[src/rtl/lsu_pkg.sv]
// Shared types and constants for the load/store unit: FSM states, RV32I
// load/store funct3 encodings and the default top of data memory.
package lsu_pkg;

    typedef enum logic [1:0] {
        IDLE = 2'd0,
        ACC0 = 2'd1,
        ACC1 = 2'd2,
        RESP = 2'd3
    } lsu_state_t;

    localparam logic [2:0] F3_B  = 3'b000;
    localparam logic [2:0] F3_H  = 3'b001;
    localparam logic [2:0] F3_W  = 3'b010;
    localparam logic [2:0] F3_BU = 3'b100;
    localparam logic [2:0] F3_HU = 3'b101;

    localparam logic [31:0] MEM_TOP_DEFAULT = 32'h0001FFFF;

    function automatic logic f3_legal(input logic [2:0] f3);
        return (f3 == F3_B) || (f3 == F3_H) || (f3 == F3_W) ||
               (f3 == F3_BU) || (f3 == F3_HU);
    endfunction

    // Halfwords are split into two byte accesses.
    function automatic logic f3_half(input logic [2:0] f3);
        return (f3 == F3_H) || (f3 == F3_HU);
    endfunction

endpackage

[src/rtl/load_extend.sv]
// Combinational load-data extension: builds the architectural load result
// from the captured low byte, high byte and full word.
module load_extend
    import lsu_pkg::*;
#(
    parameter int DATA_WIDTH = 32
) (
    input  logic [2:0]            funct3,
    input  logic [7:0]            lo,
    input  logic [7:0]            hi,
    input  logic [DATA_WIDTH-1:0] word,
    output logic [DATA_WIDTH-1:0] rdata
);

    always_comb begin
        rdata = '0;
        case (funct3)
            F3_B:    rdata = {{(DATA_WIDTH-8){lo[7]}}, lo};
            F3_BU:   rdata = {{(DATA_WIDTH-8){1'b0}}, lo};
            F3_H:    rdata = {{(DATA_WIDTH-16){hi[7]}}, hi, lo};
            F3_HU:   rdata = {{(DATA_WIDTH-16){1'b0}}, hi, lo};
            F3_W:    rdata = word;
            default: rdata = '0;
        endcase
    end

endmodule

[src/rtl/load_store_unit.sv]
// Data-memory initiator: one request at a time, halfwords split into two
// byte accesses, single response pulse per request.
module load_store_unit
    import lsu_pkg::*;
#(
    parameter int                    DATA_WIDTH = 32,
    parameter logic [DATA_WIDTH-1:0] MEM_TOP    = DATA_WIDTH'(MEM_TOP_DEFAULT)
) (
    input  logic                  clk,
    input  logic                  rst_n,
    input  logic                  req_valid,
    output logic                  req_ready,
    input  logic                  req_write,
    input  logic [2:0]            req_funct3,
    input  logic [DATA_WIDTH-1:0] req_addr,
    input  logic [DATA_WIDTH-1:0] req_wdata,
    output logic                  resp_valid,
    output logic                  resp_err,
    output logic [DATA_WIDTH-1:0] resp_rdata,
    output logic                  mem_WE,
    output logic [DATA_WIDTH-1:0] mem_A,
    output logic [DATA_WIDTH-1:0] mem_WD,
    output logic                  mem_ByteAddr,
    input  logic [DATA_WIDTH-1:0] mem_RD
);

    lsu_state_t            state, state_nxt;
    logic                  wr_q;
    logic [2:0]            f3_q;
    logic [DATA_WIDTH-1:0] addr_q;
    logic [7:0]            wd_hi_q;
    logic                  err_q;
    logic [DATA_WIDTH-1:0] word_q;
    logic [7:0]            hi_q;
    logic [DATA_WIDTH-1:0] ext_rdata;

    // Halfword legality needs the second byte in range too; the wrapped
    // addr+1 of an all-ones address is already caught by the first term.
    logic [DATA_WIDTH-1:0] req_addr_p1;
    logic                  req_bad;
    assign req_addr_p1 = req_addr + DATA_WIDTH'(1);
    assign req_bad = !f3_legal(req_funct3) || (req_addr > MEM_TOP) ||
                     (f3_half(req_funct3) && (req_addr_p1 > MEM_TOP));

    always_ff @(posedge clk) begin
        if (!rst_n) state <= IDLE;
        else        state <= state_nxt;
    end

    always_comb begin
        state_nxt = state;
        case (state)
            IDLE: if (req_valid) state_nxt = req_bad ? RESP : ACC0;
            ACC0: state_nxt = f3_half(f3_q) ? ACC1 : RESP;
            ACC1: state_nxt = RESP;
            RESP: state_nxt = IDLE;
            default: state_nxt = IDLE;
        endcase
    end

    // Memory port registers are loaded one edge ahead of the access cycle
    // so they are stable throughout ACC0/ACC1 and hold afterwards.
    always_ff @(posedge clk) begin
        if (!rst_n) begin
            wr_q         <= 1'b0;
            f3_q         <= F3_B;
            addr_q       <= '0;
            wd_hi_q      <= '0;
            err_q        <= 1'b0;
            word_q       <= '0;
            hi_q         <= '0;
            mem_A        <= '0;
            mem_WD       <= '0;
            mem_ByteAddr <= 1'b0;
        end else begin
            case (state)
                IDLE: if (req_valid) begin
                    wr_q    <= req_write;
                    f3_q    <= req_funct3;
                    addr_q  <= req_addr;
                    wd_hi_q <= req_wdata[15:8];
                    err_q   <= req_bad;
                    if (!req_bad) begin
                        mem_A        <= req_addr;
                        mem_ByteAddr <= (req_funct3 != F3_W);
                        mem_WD       <= (req_funct3 == F3_W) ? req_wdata
                                                             : DATA_WIDTH'(req_wdata[7:0]);
                    end
                end
                ACC0: begin
                    if (!wr_q) word_q <= mem_RD;
                    if (f3_half(f3_q)) begin
                        mem_A  <= addr_q + DATA_WIDTH'(1);
                        mem_WD <= DATA_WIDTH'(wd_hi_q);
                    end
                end
                ACC1: if (!wr_q) hi_q <= mem_RD[7:0];
                default: ;
            endcase
        end
    end

    load_extend #(.DATA_WIDTH(DATA_WIDTH)) u_ext (
        .funct3 (f3_q),
        .lo     (word_q[7:0]),
        .hi     (hi_q),
        .word   (word_q),
        .rdata  (ext_rdata)
    );

    assign req_ready  = (state == IDLE);
    assign resp_valid = (state == RESP);
    assign resp_err   = resp_valid && err_q;
    assign resp_rdata = (resp_valid && !err_q && !wr_q) ? ext_rdata : '0;
    // Gated with reset so a reset edge mid-store never commits a write.
    assign mem_WE     = rst_n && wr_q && ((state == ACC0) || (state == ACC1));

endmodule

[config.mk]
export PLATFORM = sky130hd
export DESIGN_NAME = load_store_unit
export DESIGN_NICKNAME = d
export VERILOG_FILES = /design/src/rtl/lsu_pkg.sv /design/src/rtl/load_extend.sv /design/src/rtl/load_store_unit.sv
export SDC_FILE = /design/constraint.sdc
export NUM_CORES = 1
export LEC_CHECK = 0
export CORE_MARGIN = 2
export CORE_UTILIZATION = 40
export CTS_CLUSTER_DIAMETER = 120
export DETAILED_ROUTE_END_ITERATION = 16
export GPL_ROUTABILITY_DRIVEN = 0
export PLACE_DENSITY = 0.73
export SLEW_MARGIN = 30
export SYNTH_ARGS = -nofsm -noshare
export SYNTH_HDL_FRONTEND = slang
export SYNTH_SLANG_ARGS = --single-unit
[constraint.sdc]
create_clock -name clk -period 4.11 [get_ports clk]
set_clock_uncertainty 0.15 [all_clocks]
set_input_delay 0.6165 -clock clk [delete_from_list [all_inputs] [get_ports clk]]
set_output_delay 0.6165 -clock clk [all_outputs]
set_load 0.01 [all_outputs]
Word level (Yosys, flattened, before mapping)
Cells that the tools add are included.
{ "op_classes": {"n_addsub": 2, "magnitude_cmp": 2, "n_reduce_logical": 27, "eq_ne": 15, "muxes": 15, "n_bitwise": 2} }
{ "ops": {"columns": ["cell", "count"], "rows": [
  ["32-bit two-way mux", 8],
  ["32-bit case mux with 5 select lines", 1],
  ["32-bit case mux with 2 select lines", 2],
  ["32-bit by 1-bit adder with 32-bit output, second input constant", 2],
  ["32-bit by 17-bit greater-than comparator with 1-bit output, second input constant", 2],
  ["3-bit equality test, second input constant", 4],
  ["1-bit logical OR", 9],
  ["2-bit case mux with 4 select lines", 1],
  ["3-bit by 1-bit equality test with 1-bit output, second input constant", 2],
  ["3-bit by 2-bit equality test with 1-bit output, second input constant", 2],
  ["1-bit logical AND", 6],
  ["3-bit logical NOT", 2],
  ["2-bit inequality test, second input constant", 3],
  ["2-bit AND reduction", 3],
  ["2-bit equality test, second input constant", 2],
  ["2-bit two-way mux", 2],
  ["4-bit AND reduction", 1],
  ["1-bit logical NOT", 3],
  ["3-bit by 2-bit inequality test with 1-bit output, second input constant", 1],
  ["3-bit AND reduction", 1],
  ["2-bit by 1-bit equality test with 1-bit output, second input constant", 1],
  ["2-bit logical NOT", 1],
  ["1-bit NOT", 2],
  ["2-bit nonzero test", 1],
  ["1-bit two-way mux", 1]
]} }
{ "word_totals": {"input_bits": 103, "out_inout_bits": 101, "elab_cells": 74, "reg_bits": 152} }

Logic depth before layout (Yosys ltp)
Gate-level depths: netlist (run 1).
{ "depth": {"depth_word": 11, "depth_mapped": 9, "ltp_nobuf": 8} }

Hierarchy
Synthesis (run 1) repeated with hierarchy kept, for this count alone.
{ "unflattened": {"hier_cells": 942, "area_unflattened_um2": 7526.0} }
{ "by_module_without_submodules": {"columns": ["mod", "n_inst", "cells_each", "area_per_inst_um2"], "rows": [
  ["load_store_unit", 1, 853, 6865.3],
  ["load_extend", 1, 89, 660.6]
]} }

Worst setup path after synthesis (run 1)
OpenSTA, ideal clock, no wires.
{ "synth_timing": {"kind": "register -> output", "start": "reg f3_q[2]", "end": "out resp_rdata[21]", "path_buffers": 2, "stages_incl_launch_ff": 7, "required_time_ns": 3.343, "setup_slack_ns": 1.261, "t_arrival_ns": 2.083, "path_cell_list": "dfxtp_1 nor4b_1 a21oi_1 or2_2 clkbuf_1 clkbuf_1 a21oi_1"} }
{ "synth_between": {"elab_chain_cells": 3, "word_cells_on_any_way": 7, "cone_classes": "eq/ne (4); mux (2); reduce/logical (1)"} }
{ "synth_rtl": {"columns": ["item", "line_no", "text"], "rows": [
  ["start: declaration", "load_store_unit.sv:29", "logic [2:0] f3_q;"],
  ["start signal: assignment", "load_store_unit.sv:79", "f3_q <= req_funct3;"],
  ["3-bit by 2-bit equality test with 1-bit output, or another cell as far along", "load_extend.sv:17", "case (funct3)"],
  ["32-bit case mux with 5 select lines (*)", "load_extend.sv:17", null],
  ["32-bit two-way mux (*)", "load_store_unit.sv:114", "assign resp_rdata = (resp_valid && !err_q && !wr_q) ? ext_rdata : '0;"],
  ["end: declaration", "load_store_unit.sv:19", "output logic [DATA_WIDTH-1:0] resp_rdata,"]
]} }
Every way passes the cells marked *; elsewhere a longest branch is shown, timed or not.

Worst setup path after layout (run 1)
{ "layout_timing": {"start": "reg f3_q[2]", "end": "out resp_rdata[25]"} }
The elaborated chain is that of the path after synthesis.

==> reports/metrics.cfg, run 1 <==
[yosys]
yosys_most_used_dff = dfxtp_1
synthArstFlopShare_pct = 0
synth_cell_types = 41
ys_top_cells_by_area = dfxtp_1, nand2_1, a21oi_1
ys_ff_latch = 152
synth.top_cells.by_count = nand2_1, dfxtp_1, a21oi_1, nor2_1, clkbuf_1
synth_area_per_cell_um2 = 8.08
syn_area_mm2 = 0.00648
yosysSeqAreaShare_pct = 46.9
yosysMostFrequentCell = nand2_1
synth_edf_count = 0
syn_nets = 911
syn_inst = 803
yosys_warnings = 0
yosysTopAreaCell = dfxtp_1
synth_top_area_share_pct = 46.9

[job]
maxCapViolCount = 0

[power]
leakage_nw = 3.24
p_per_area_mw_per_mm2 = 582
max-vdd-ir-drop_mv = 0.350

[detailed_routing]
drt-total-wl_mm = 19.1
routedWlPerCell_um = 15.7
via_count = 6369
drt-initial-drc-count = 441
drtAntennaViolNets = 0
drc = 0
via_per_inst = 5.24
first_pass_iters = 5

[worst_hold_path]
hold_class = flip-flop to flip-flop

[placed_design]
placedCellCount = 1184
port-buffer-count = 203
hpwl_mm = 13.3
placed_area_mm2 = 0.00870
dpl_worst_slack_ns = 0.594

[clock_tree]
cts_buffers = 17
cts_tree = yes
clock-sinks = 152
cts_setup_buffers = 0
htree_num_levels = 4
clk_latency_ns = 0.42
cts_root_buf = clkbuf_16
clk_path_buf_depth = 2
cts-resized-gates = 0
clk_pin_slew_worst_paths_ns = 0.06
hold_buffers = 0

[global_routing]
grt.overflow.total = 0
antenna_found_initial = 0
grt_pass1_vias = 6101
grt_pass1_wl_mm = 31.2
grt.total_usage_pct = 22.1
grt_max_degree = 71

[sta]
slew_headroom_pct = 49.2
worst_slack_ns = 0.735
max_freq_mhz = 296
rsz0062_at_grt = false
setup_tns_ns = 0
finalCriticalPeriod_ns = 3.38
worstMarginPinSlew_ns = 0.761
finalHoldViolCount = 0
setup_violations = 0
period_share_pct = 82.1
final_max_slew_viol_count = 0

[critical_path]
start_kind = flip-flop
required_ns = 3.34
endpoint_kind = primary output
cp.arrival_ns = 2.61
worstSetupPathType = flip-flop to primary output
critPathMaxFanout = 16

[final_layout]
stdcell_count = 1216
final_area_mm2 = 0.00933
syn2layout_area_growth_pct = 43.9
nets = 1095
n_antenna_cell = 0
layout-drive-gt1-share_pct = 6.00
fill_cells = 1458

[floorplanning]
pin_count = 204
die-width_um = 131
die_area_mm2 = 0.0172
row_count = 46
initial_core_util_pct = 40.8
core_mm2 = 0.0159
fp.dieH_um = 131

[outcome]
run_status = completed

layer usage:
layer	GRT usage (%)	part of all wire (%)	vias to the layer above	routed length [um]
met1	28.5	44	2957	8360
met4	7.97	2.3	0	433
met3	6.75	7.6	31	1460
met5	0	0	-	0
li1	-	-	3140	-
met2	35.0	46	241	8830
where the power goes:
part	switching, mW	internal (mW)
Combinational	0.962	0.800
Sequential	0.226	1.79
Clock	0.618	1.03
Total	1.81	3.63
path summary, 6_finish.rpt:
path	from	end	slack (ns)	cells after the start
hold reg to reg	word_q[4]	word_q[4]	0.30	2
setup reg to reg	state[1]	word_q[12]	1.40	7
hold / removal	word_q[4]	word_q[4]	0.30	2
setup / recovery	f3_q[2]	resp_rdata[25]	0.73	6
cells in the final DEF (no fill, tap or decap), types with 12 or more instances in the layout:
cell type and count:
nor2_1 55, xnor2_1 24, nand3_1 12, mux2i_1 12, dfxtp_1 152, a21oi_1 112, a22o_1 24, o22ai_1 24
buf_4 17, nand2_1 191, o21ai_0 29, nand4_1 13, clkbuf_16 17, clkdlybuf4s50_1 203
worst max-delay path, cell delays in order (launching register included):
cell	delay [ns]
dfxtp_1	0.37
nor4b_1	0.33
buf_4	0.22
a21oi_1	0.06
or2_2	0.42
a21oi_1	0.22
clkdlybuf4s50_1	0.56
cell families (layout without fill, tap and decap cells):
| family | Yosys count | count (layout) | share of synthesized area (%) |
|---|---|---|---|
| AO/OA/AOI/OAI | 214 | 214 | 20.1 |
| AND/OR/NAND/NOR | 326 | 326 | 22.2 |
| flip-flops | 152 | 152 | 46.9 |
| buffers and inverters | 65 | 262 | 4.03 |
| adder cells (fa/ha/maj) | 5 | 5 | 0.965 |
| XOR/XNOR | 29 | 29 | 3.92 |
| multiplexers | 12 | 12 | 1.85 |
through the flow:
step	power [mW]	util, %	hold WS [ns]
after floorplan	3.06	-	0.282
after global placement	3.77	54.8	0.288
after detailed placement	3.81	54.8	0.292
after CTS	5.45	58.7	0.301
after global routing	5.74	58.7	0.317
final	5.43	58.7	0.298
sequential cells by signal, summed over array words and instances, names as in the netlist:
name,cells
err_q,1
mem_WD,32
mem_A,32
hi_q,8
word_q,32
wr_q,1
mem_ByteAddr,1
wd_hi_q,8
f3_q,3
state,2
addr_q,32
layout make-up:
class	instances	area (um^2)	area share, %
Multi-Input combinational cell	586	3200	34.3
Sequential cell	152	3040	32.6
Timing Repair Buffer	220	2160	23.1
Clock buffer	20	447	4.79
Tap cell	216	270	2.90
Clock inverter	12	174	1.86
Inverter	10	38.8	0.416
Note: power is estimated with default switching activity, not from simulation.
==> run 2: changes to the inputs <==
PLACE_DENSITY = 0.76   (was 0.73)
clock period = 3 ns   (was 4.11 ns; I/O delays follow)
==> reports/metrics.cfg, run 2 (synthesis results as in run 1) <==
[outcome]
run_status = completed

[sta]
setup_violations = 0  ; unchanged
worst_slack_ns = 0.108  ; -0.626 ns
max_freq_mhz = 346
finalCriticalPeriod_ns = 2.89
setup_tns_ns = 0  ; unchanged
worstMarginPinSlew_ns = 0.957  ; +0.196 ns
rsz0062_at_grt = false
final_max_slew_viol_count = 0  ; unchanged
slew_headroom_pct = 36.1  ; -13 points
period_share_pct = 96.4
finalHoldViolCount = 0  ; unchanged

[global_routing]
grt_pass1_vias = 6057  ; -0.72%
grt_pass1_wl_mm = 30.8  ; -1.5%
grt.total_usage_pct = 21.9  ; -0.13 points
grt.overflow.total = 0  ; unchanged
grt_max_degree = 47  ; -34%
antenna_found_initial = 0  ; unchanged

[critical_path]
cp_common_cell = a21oi_1
critPathMaxFanout = 16  ; unchanged
endpoint_kind = primary output
required_ns = 2.40  ; -0.94 ns
critical-path-max-stage-delay_ns = 0.57  ; about the same
start_kind = flip-flop
crit_buf_inv = 1  ; -1
cp.arrival_ns = 2.29  ; -0.32 ns
crit_slowest_cell = clkdlybuf4s50_1
crit_family = buffers and inverters
path_cells = nor2b_1 -> a21oi_1 -> or2_4 -> a21oi_1 -> clkdlybuf4s50_1
worstSetupPathType = flip-flop to primary output

[power]
power_frac_seq_pct = 38.1  ; +0.9 points
pwr-share-comb_pct = 35.0  ; +2.6 points
p_per_area_mw_per_mm2 = 764  ; +31%
leakage_nw = 3.33  ; +2.7%
p_switching_mw = 2.46  ; +36%
power.internal_mw = 4.81  ; +33%
max-vdd-ir-drop_mv = 0.380  ; +8.7%
p_sw_share_pct = 33.8  ; +0.58 points
power_frac_clock_pct = 26.9  ; -3.5 points

[final_layout]
nets = 1117  ; +2.0%
layout_commonest_cell = clkdlybuf4s50_1
layout-drive-gt1-share_pct = 8.02  ; +2.0 points
multi_input_area_mm2 = 0.00321  ; +0.31%
seq_area_mm2 = 0.00304  ; unchanged
n_antenna_cell = 0  ; unchanged
layout_common_cells = clkdlybuf4s50_1, nand2_1, dfxtp_1
syn2layout_area_growth_pct = 46.7
fill_cells = 1436  ; -1.5%

[clock_tree]
htree_num_levels = 4  ; unchanged
cts_root_buf = clkbuf_16
clock-sinks = 152  ; unchanged
clk_pin_slew_worst_paths_ns = 0.06  ; about the same
clk_latency_ns = 0.42  ; about the same
cts_tree = yes
cts_buffers = 17  ; unchanged
cts_setup_buffers = 0  ; unchanged
clk_path_buf_depth = 2  ; unchanged

[floorplanning]
row_count = 46  ; unchanged
core_mm2 = 0.0159  ; unchanged
die_area_mm2 = 0.0172  ; unchanged
fp.dieH_um = 131  ; unchanged
initial_core_util_pct = 40.8  ; unchanged
die-width_um = 131  ; unchanged
pin_count = 204  ; unchanged

[detailed_routing]
routedWlPerCell_um = 15.2  ; -3.2%
drc = 0  ; unchanged
drtAntennaViolNets = 0  ; unchanged
via_per_inst = 5.14  ; -1.9%
drt-initial-drc-count = 501  ; +14%
first_pass_iters = 5  ; unchanged
via_count = 6360  ; -0.14%
drt-total-wl_mm = 18.8  ; -1.5%

[worst_hold_path]
hold_class = flip-flop to flip-flop

[placed_design]
hpwl_mm = 13.4  ; +0.79%
port-buffer-count = 203  ; unchanged
dpl_worst_slack_ns = -0.149  ; -0.743 ns

[job]
maxCapViolCount = 0  ; unchanged

==> run 2: changes by cell type in the layout (fill, tap and decap cells not counted), moves of 2 or more <==
cell	before	now
clkinv_2	4	6
clkinvlp_4	4	7
buf_12	0	7
buf_4	17	32
bufinv_16	4	1
==> run 2: path summary, 6_finish.rpt <==
path                                  endpoint  slack [ns]  cells past startpoint       from
worst max-delay path            resp_rdata[26]        0.11                      5    f3_q[0]
worst min-delay path                 word_q[3]        0.30                      2  word_q[3]
worst max register to register       mem_A[24]        0.58                      7  addr_q[0]
worst min register to register       word_q[3]        0.30                      2  word_q[3]
==> run 2: what timing repair did <==
action                                  4_1_cts  5_1_grt
pin swaps                                     0        0
hold buffers                                  0        0
endpoints found under the setup margin       16       13
resized for setup                             2        1
==> run 2: metal layers <==
| layer | up-vias | global-route usage (%) | part of all wire, % |
|---|---|---|---|
| met1 | 2945 | 27.9 | 44 |
| met2 | 211 | 36.0 | 47 |
| met5 | - | 0 | 0 |
| met3 | 20 | 6.64 | 7.7 |
| met4 | 0 | 6.58 | 1.3 |
| li1 | 3184 | - | - |
==> run 2: tightest hold or removal path, cell delays in order (launching register included) <==
cell     delay (ns)
dfxtp_1        0.30
nand2_1        0.05
a21oi_1        0.05
==> run 2: power groups by stage <==
stage | logic (mW) | clock network (mW) | registers (mW)
after global routing | 2.80 | 2.09 | 2.82
after detailed placement | 2.55 | 0 | 2.80
after global placement | 2.50 | 0 | 2.79
after floorplan | 1.37 | 0 | 2.82
after CTS | 2.56 | 1.99 | 2.76
final | 2.55 | 1.95 | 2.76
==> run 2: layout make-up <==
type | count | share of cell area, %
inverters | 10 | 0.408
clock buffers | 19 | 4.55
flip-flops and latches | 152 | 32.0
well taps | 216 | 2.84
repair buffers | 242 | 25.4
multi-input cells | 586 | 33.7
clock inverters | 13 | 1.13
==> run 2: through the flow <==
step / cells / hold slack, ns / area (um^2) / total power [mW] / utilization, %
5_1_grt: 1238 / 0.316 / 9510 / 7.71 / 59.9
3_5_place_dp: 1206 / 0.294 / 8950 / 5.35 / 56.4
6_report: 1238 / 0.300 / 9510 / 7.26 / 59.9
4_1_cts: 1238 / 0.303 / 9500 / 7.31 / 59.8
2_1_floorplan: 803 / 0.282 / 6480 / 4.19 / -
3_3_place_gp: 1206 / 0.288 / 8950 / 5.29 / 56.4
==> run 3: changes to the inputs <==
CORE_MARGIN = default   (was 2)
PLACE_DENSITY = 0.73   (was 0.76)
clock period = 2.7 ns   (was 3 ns; I/O delays follow)
==> reports/metrics.cfg, run 3 (synthesis results as in run 1) <==
[worst_hold_path]
hold_class = input port to flip-flop
hp-start = req_addr[28]

[placed_design]
port-buffer-count = 203  ; unchanged
dpl_worst_slack_ns = -0.422  ; -0.273 ns
placedCellCount = 1219  ; +1.1%
hpwl_mm = 13.4  ; +0.12%

[global_routing]
grt_pass1_wl_mm = 30.4  ; -1.0%
grt.overflow.total = 0  ; unchanged
grt_pass1_vias = 6159  ; +1.7%
grt.total_usage_pct = 23.4  ; +1.5 points
grt_max_degree = 47  ; unchanged
antenna_found_initial = 0  ; unchanged

[detailed_routing]
drt-initial-drc-count = 405  ; -19%
first_pass_iters = 4  ; -1
drc = 0  ; unchanged
via_per_inst = 5.14  ; about the same
drtAntennaViolNets = 0  ; unchanged
drt-total-wl_mm = 19.4  ; +3.1%
via_count = 6461  ; +1.6%
routedWlPerCell_um = 15.4  ; +1.4%

[sta]
max_freq_mhz = 388
final_max_slew_viol_count = 0  ; unchanged
period_share_pct = 95.6
worstMarginPinSlew_ns = 0.603  ; -0.354 ns
finalHoldViolCount = 0  ; unchanged
worst_slack_ns = 0.120  ; +0.0116 ns
whs_ns = 0.164  ; -0.136 ns
rsz0062_at_grt = false
slew_headroom_pct = 59.4  ; +23 points
setup_violations = 0  ; unchanged
finalCriticalPeriod_ns = 2.58

[clock_tree]
cts_tree = yes
clk_pin_slew_worst_paths_ns = 0.06  ; about the same
clock-sinks = 152  ; unchanged
cts_root_buf = clkbuf_16
htree_num_levels = 4  ; unchanged
clk_path_buf_depth = 2  ; unchanged
cts_buffers = 17  ; unchanged
clk_latency_ns = 0.42  ; about the same

[floorplanning]
fp.dieH_um = 129  ; -1.5%
initial_core_util_pct = 41.0  ; +0.15 points
core_mm2 = 0.0158  ; -0.36%
row_count = 46  ; unchanged
die_area_mm2 = 0.0167  ; -3.0%
die-width_um = 129  ; -1.5%
pin_count = 204  ; unchanged

[critical_path]
critical-path-max-stage-delay_ns = 0.47  ; -0.10 ns
start_kind = input port
path_cells = clkdlybuf4s50_1 -> nor4_2 -> nand2_1 -> nor4_4 -> o2111ai_4 -> or3b_4 -> nor3_4 -> buf_12 -> clkbuf_16 -> a22o_1
crit_start = req_addr[23]
worstSetupPathType = input port to flip-flop
r2r-start = addr_q[7]
crit_slowest_cell = or3b_4
endpoint_kind = flip-flop
critPathMaxFanout = 12  ; -4
required_ns = 2.91  ; +0.51 ns
cp.arrival_ns = 2.79  ; +0.50 ns

[job]
maxCapViolCount = 0  ; unchanged

[final_layout]
layout_commonest_cell = nand2_1
nets = 1137  ; +1.8%
layout_common_cells = nand2_1, clkdlybuf4s50_1, dfxtp_1
stdcell_count = 1258  ; +1.6%
fill_cells = 1368  ; -4.7%
layout-drive-gt1-share_pct = 10.9  ; +2.9 points
n_antenna_cell = 0  ; unchanged
syn2layout_area_growth_pct = 52.1

[power]
leakage_nw = 3.78  ; +14%
p_per_area_mw_per_mm2 = 872  ; +14%
max-vdd-ir-drop_mv = 0.457  ; +20%
p_total_mw = 8.60  ; +18%

[outcome]
run_status = completed

-- run 3: cell types whose count changed in the layout (fill, tap and decap cells not counted), moves of 2 or more --
cell / before / now
buf_4: 32 / 49
dlygate4sd2_1: 0 / 11
clkinv_2: 6 / 4
clkbuf_16: 17 / 19
clkdlybuf4s50_1: 203 / 173
clkinv_4: 0 / 3
clkinvlp_4: 7 / 0
clkbuf_8: 0 / 2
bufinv_16: 1 / 6
dlymetal6s2s_1: 0 / 13
clkbuf_2: 0 / 5
-- run 3: metrics by stage --
step                      setup TNS, ns  instance area [um^2]  utilization (%)
after floorplan                       0                  6480                -
after global placement           -21.89                  9050             57.2
after detailed placement         -22.84                  9050             57.2
after CTS                             0                  9740             61.5
after global routing                  0                  9860             62.3
final                                 0                  9860             62.3
-- run 3: worst max-delay path, delay by kind of cell --
| kind | cells | cell delay, ns |
|---|---|---|
| buf+inv | 3 | 0.76 |
| simple gates | 5 | 1.33 |
| compound gates | 2 | 0.31 |
-- run 3: final cells by class --
class,instances,area (um^2),share of cell area [%]
clock buffers,20,457,4.63
clock inverters,12,221,2.25
inverters,10,38.8,0.393
multi-input cells,586,3230,32.7
flip-flops and latches,152,3040,30.9
well taps,216,270,2.74
repair buffers,262,2610,26.4
-- run 3: worst paths after layout --
path	slack [ns]	cells after the start	to
max	0.12	10	mem_WD[18]
min	0.16	3	addr_q[28]
max reg2reg	0.37	6	mem_A[24]
min reg2reg	0.30	2	wd_hi_q[0]
-- run 3: layer usage --
metal  vias to the layer above  GRT usage, %  wire length, um
met3                        22          6.52             1480
li1                       3222             -                -
met2                       232          38.0             9120
met1                      2985          29.7             8430
met4                         0          8.72              348
met5                         -             0                0
-- run 3: power by group --
part / leakage, nW / switching, mW / internal (mW) / total (mW)
clock network: 0.334 / 0.926 / 1.78 / 2.71
logic: 2.21 / 1.47 / 1.35 / 2.82
registers: 1.24 / 0.340 / 2.73 / 3.07
total: 3.78 / 2.73 / 5.87 / 8.60
-- run 3: what timing repair did --
action / in CTS / in global routing
resized for setup: 22 / 29
endpoints found under the setup margin: 21 / 61
cloned: 0 / 2
setup buffers: 2 / 3
pin swaps: 2 / 9
hold buffers: 0 / 0
==> RTL change (config.mk and constraints of run 1) <==
Re-encode `lsu_state_t` (4 states) as Gray code, 2 bits wide.
--- a/src/rtl/lsu_pkg.sv
+++ b/src/rtl/lsu_pkg.sv
@@ -5,6 +5,6 @@
     typedef enum logic [1:0] {
-        IDLE = 2'd0,
-        ACC0 = 2'd1,
-        ACC1 = 2'd2,
-        RESP = 2'd3
+        IDLE = 2'b00,
+        ACC0 = 2'b01,
+        ACC1 = 2'b11,
+        RESP = 2'b10
     } lsu_state_t;
Behaviour: no difference found for any inputs over 4 cycles, from zero or initial values and one cycle with rst_n low; so few cycles prove little.
==> RTL change against run 1 <==
Sequential cell count did not move; setup slack got worse by 0.26 ns; utilization fell by 2.6 points; routed wire length rose by 9.5%; largest cell class unchanged; first-iteration DRC count rose by 30%; design area rose by 7.6%; area after synthesis rose by 12%.
Power is not compared: it rests on default switching activity, and its combinational part moved more than twofold at a synthesized area within 25%.
==> RTL change: results (changes against run 1) <==
- Status: finished clean
- Port bufs: 203 (unchanged)
- Initial antenna violation count: 0 (unchanged)
- Cell leakage power: 3.99 nW
- Maximum fanout along the worst path: 24 (+8)
- Gr usage total: 21.5% (-0.61 points)
- Buffer depth of the longest clock path: 2 (unchanged)
- Cell variety after synth: 46 (+12%)
- TritonCTS Buffers: 17 (unchanged)
- Vias in the first global route: 6634 (+8.7%)
- Post-CTS Setup Inserts: 0 (unchanged)
- Worst VDD drop: roughly 0.00030 V
- Post_cts resized: 0 (unchanged)
- Prevailing post-synth register cell: dfxtp_1
- Net count after synthesis: 1045 (+15%)
- Slowest stage delay, CP: 0.58 ns (+0.02 ns)
- Global-route wire length before repair: 33800 um (+8.4%)
- Clock transition at path regs: 0.06 ns (about the same)
- Sw Share: 23.8%
- WP data arrival: 2.87 ns (+0.26 ns)
- Per-cell routed wire length: 15.5 um (-1.4%)
- Layout cells sized above 1: 5.89% (-0.11 points)
- Top delay family on crit path: simple AND/OR/NAND/NOR gates
- Sequential area share after synthesis: 41.8% (-5.1 points)
- Starting DRT DRC Count: 574 (+30%)
- Syn avg cell area: 7.74 um2 (-4.2%)
- Placed cells: 1318 (+11%)
- Hpwl dp: 14400 um (+7.8%)
- Async set-or-reset flop fraction in the synthesized netlist: 0% (unchanged)
- CP max stage cell: clkdlybuf4s50_1
- Worst slew pin tran: 0.913 ns (+0.151 ns)
- Post-layout nets: 1212 (+11%)
- Largest net degree at the start of global routing: 66 (-7.0%)
- Type of the worst min-delay path: reg -> reg
- Depth of the CTS H-tree: 4 (unchanged)
- Yosys warns: 0 (unchanged)
- Top cells by area, synth: dfxtp_1 42%, nand2_1 16%, mux2i_1 9.9%, a21oi_1 6.7%, clkbuf_1 2.8%
- Antenna cell count: 0 (unchanged)
- First-pass detailed-route iteration total: 6 (+1)
- Fillers: 1664 (+14%)
- Routed WL: 20900 um (+9.5%)
- Top cells by count, synth: 318 x nand2_1, 152 x dfxtp_1, 98 x a21oi_1
- CTS root buf: clkbuf_16
- Worst skew pair latency: approximately 0.43 ns
- DR vias/cell: 5.17 (-1.2%)
## RTL change: cells by family (layout without fill, tap and decap cells)
group	count (synthesis)	after routing	synth area share, %
flops	152	152	41.8
fa+ha+maj	1	1	0.172
simple gates	462	462	27.9
buf+inv	76	256	4.80
xor+xnor	25	25	3.01
mux	73	73	10.1
compound gates	152	152	12.2
## RTL change: power groups by stage
stage / Combinational [mW] / Clock (mW) / Sequential, mW
2_1_floorplan: 0.134 / 0 / 1.55
3_3_place_gp: 0.288 / 0 / 1.56
3_5_place_dp: 0.291 / 0 / 1.56
4_1_cts: 0.292 / 1.65 / 1.53
5_1_grt: 0.319 / 1.71 / 1.53
6_report: 0.291 / 1.62 / 1.53
## RTL change: metal layers
| metal | up-vias | track usage (%) | part of all wire, % |
|---|---|---|---|
| met1 | 3236 | 28.0 | 46 |
| met5 | - | 0 | 0 |
| met2 | 207 | 35.3 | 46 |
| met3 | 30 | 4.39 | 5.8 |
| met4 | 0 | 7.76 | 2.2 |
| li1 | 3512 | - | - |
## RTL change: final timing paths
| path | endpoint | slack, ns | depth (start not counted) | from |
|---|---|---|---|---|
| worst min register to register | word_q[3] | 0.30 | 2 | word_q[3] |
| worst max register to register | mem_A[30] | 1.45 | 6 | addr_q[2] |
| worst min-delay path | word_q[3] | 0.30 | 2 | word_q[3] |
| worst max-delay path | resp_rdata[18] | 0.48 | 6 | state[1] |
## RTL change: worst register-to-register path: stages (launching register included)
cell and delay (ns):
dfxtp_1 0.42, and4_1 0.37, nand4_1 0.48, or3_1 0.54, o31a_1 0.30, o211ai_1 0.18
mux2i_1 0.09
## RTL change: final cells by class
cell class              instances  share of cell area (%)
clock buffers                  18                    4.37
clock inverters                14                    1.71
inverters                       6                   0.237
multi-input cells             713                    39.1
flip-flops and latches        152                    30.3
well taps                     229                    2.85
repair buffers                218                    21.4
## RTL change: through the flow
| step | hold WS (ns) | util [%] | worst slack [ns] | cell area, um2 | power (mW) |
|---|---|---|---|---|---|
| after global routing | 0.321 | 56.1 | 0.196 | 10000 | 3.57 |
| after CTS | 0.301 | 56.1 | 0.456 | 10000 | 3.47 |
| after floorplan | 0.282 | - | 1.53 | 7280 | 1.69 |
| final | 0.300 | 56.1 | 0.475 | 10000 | 3.44 |
| after global placement | 0.289 | 52.7 | 0.908 | 9430 | 1.85 |
| after detailed placement | 0.292 | 52.7 | 0.837 | 9430 | 1.85 |
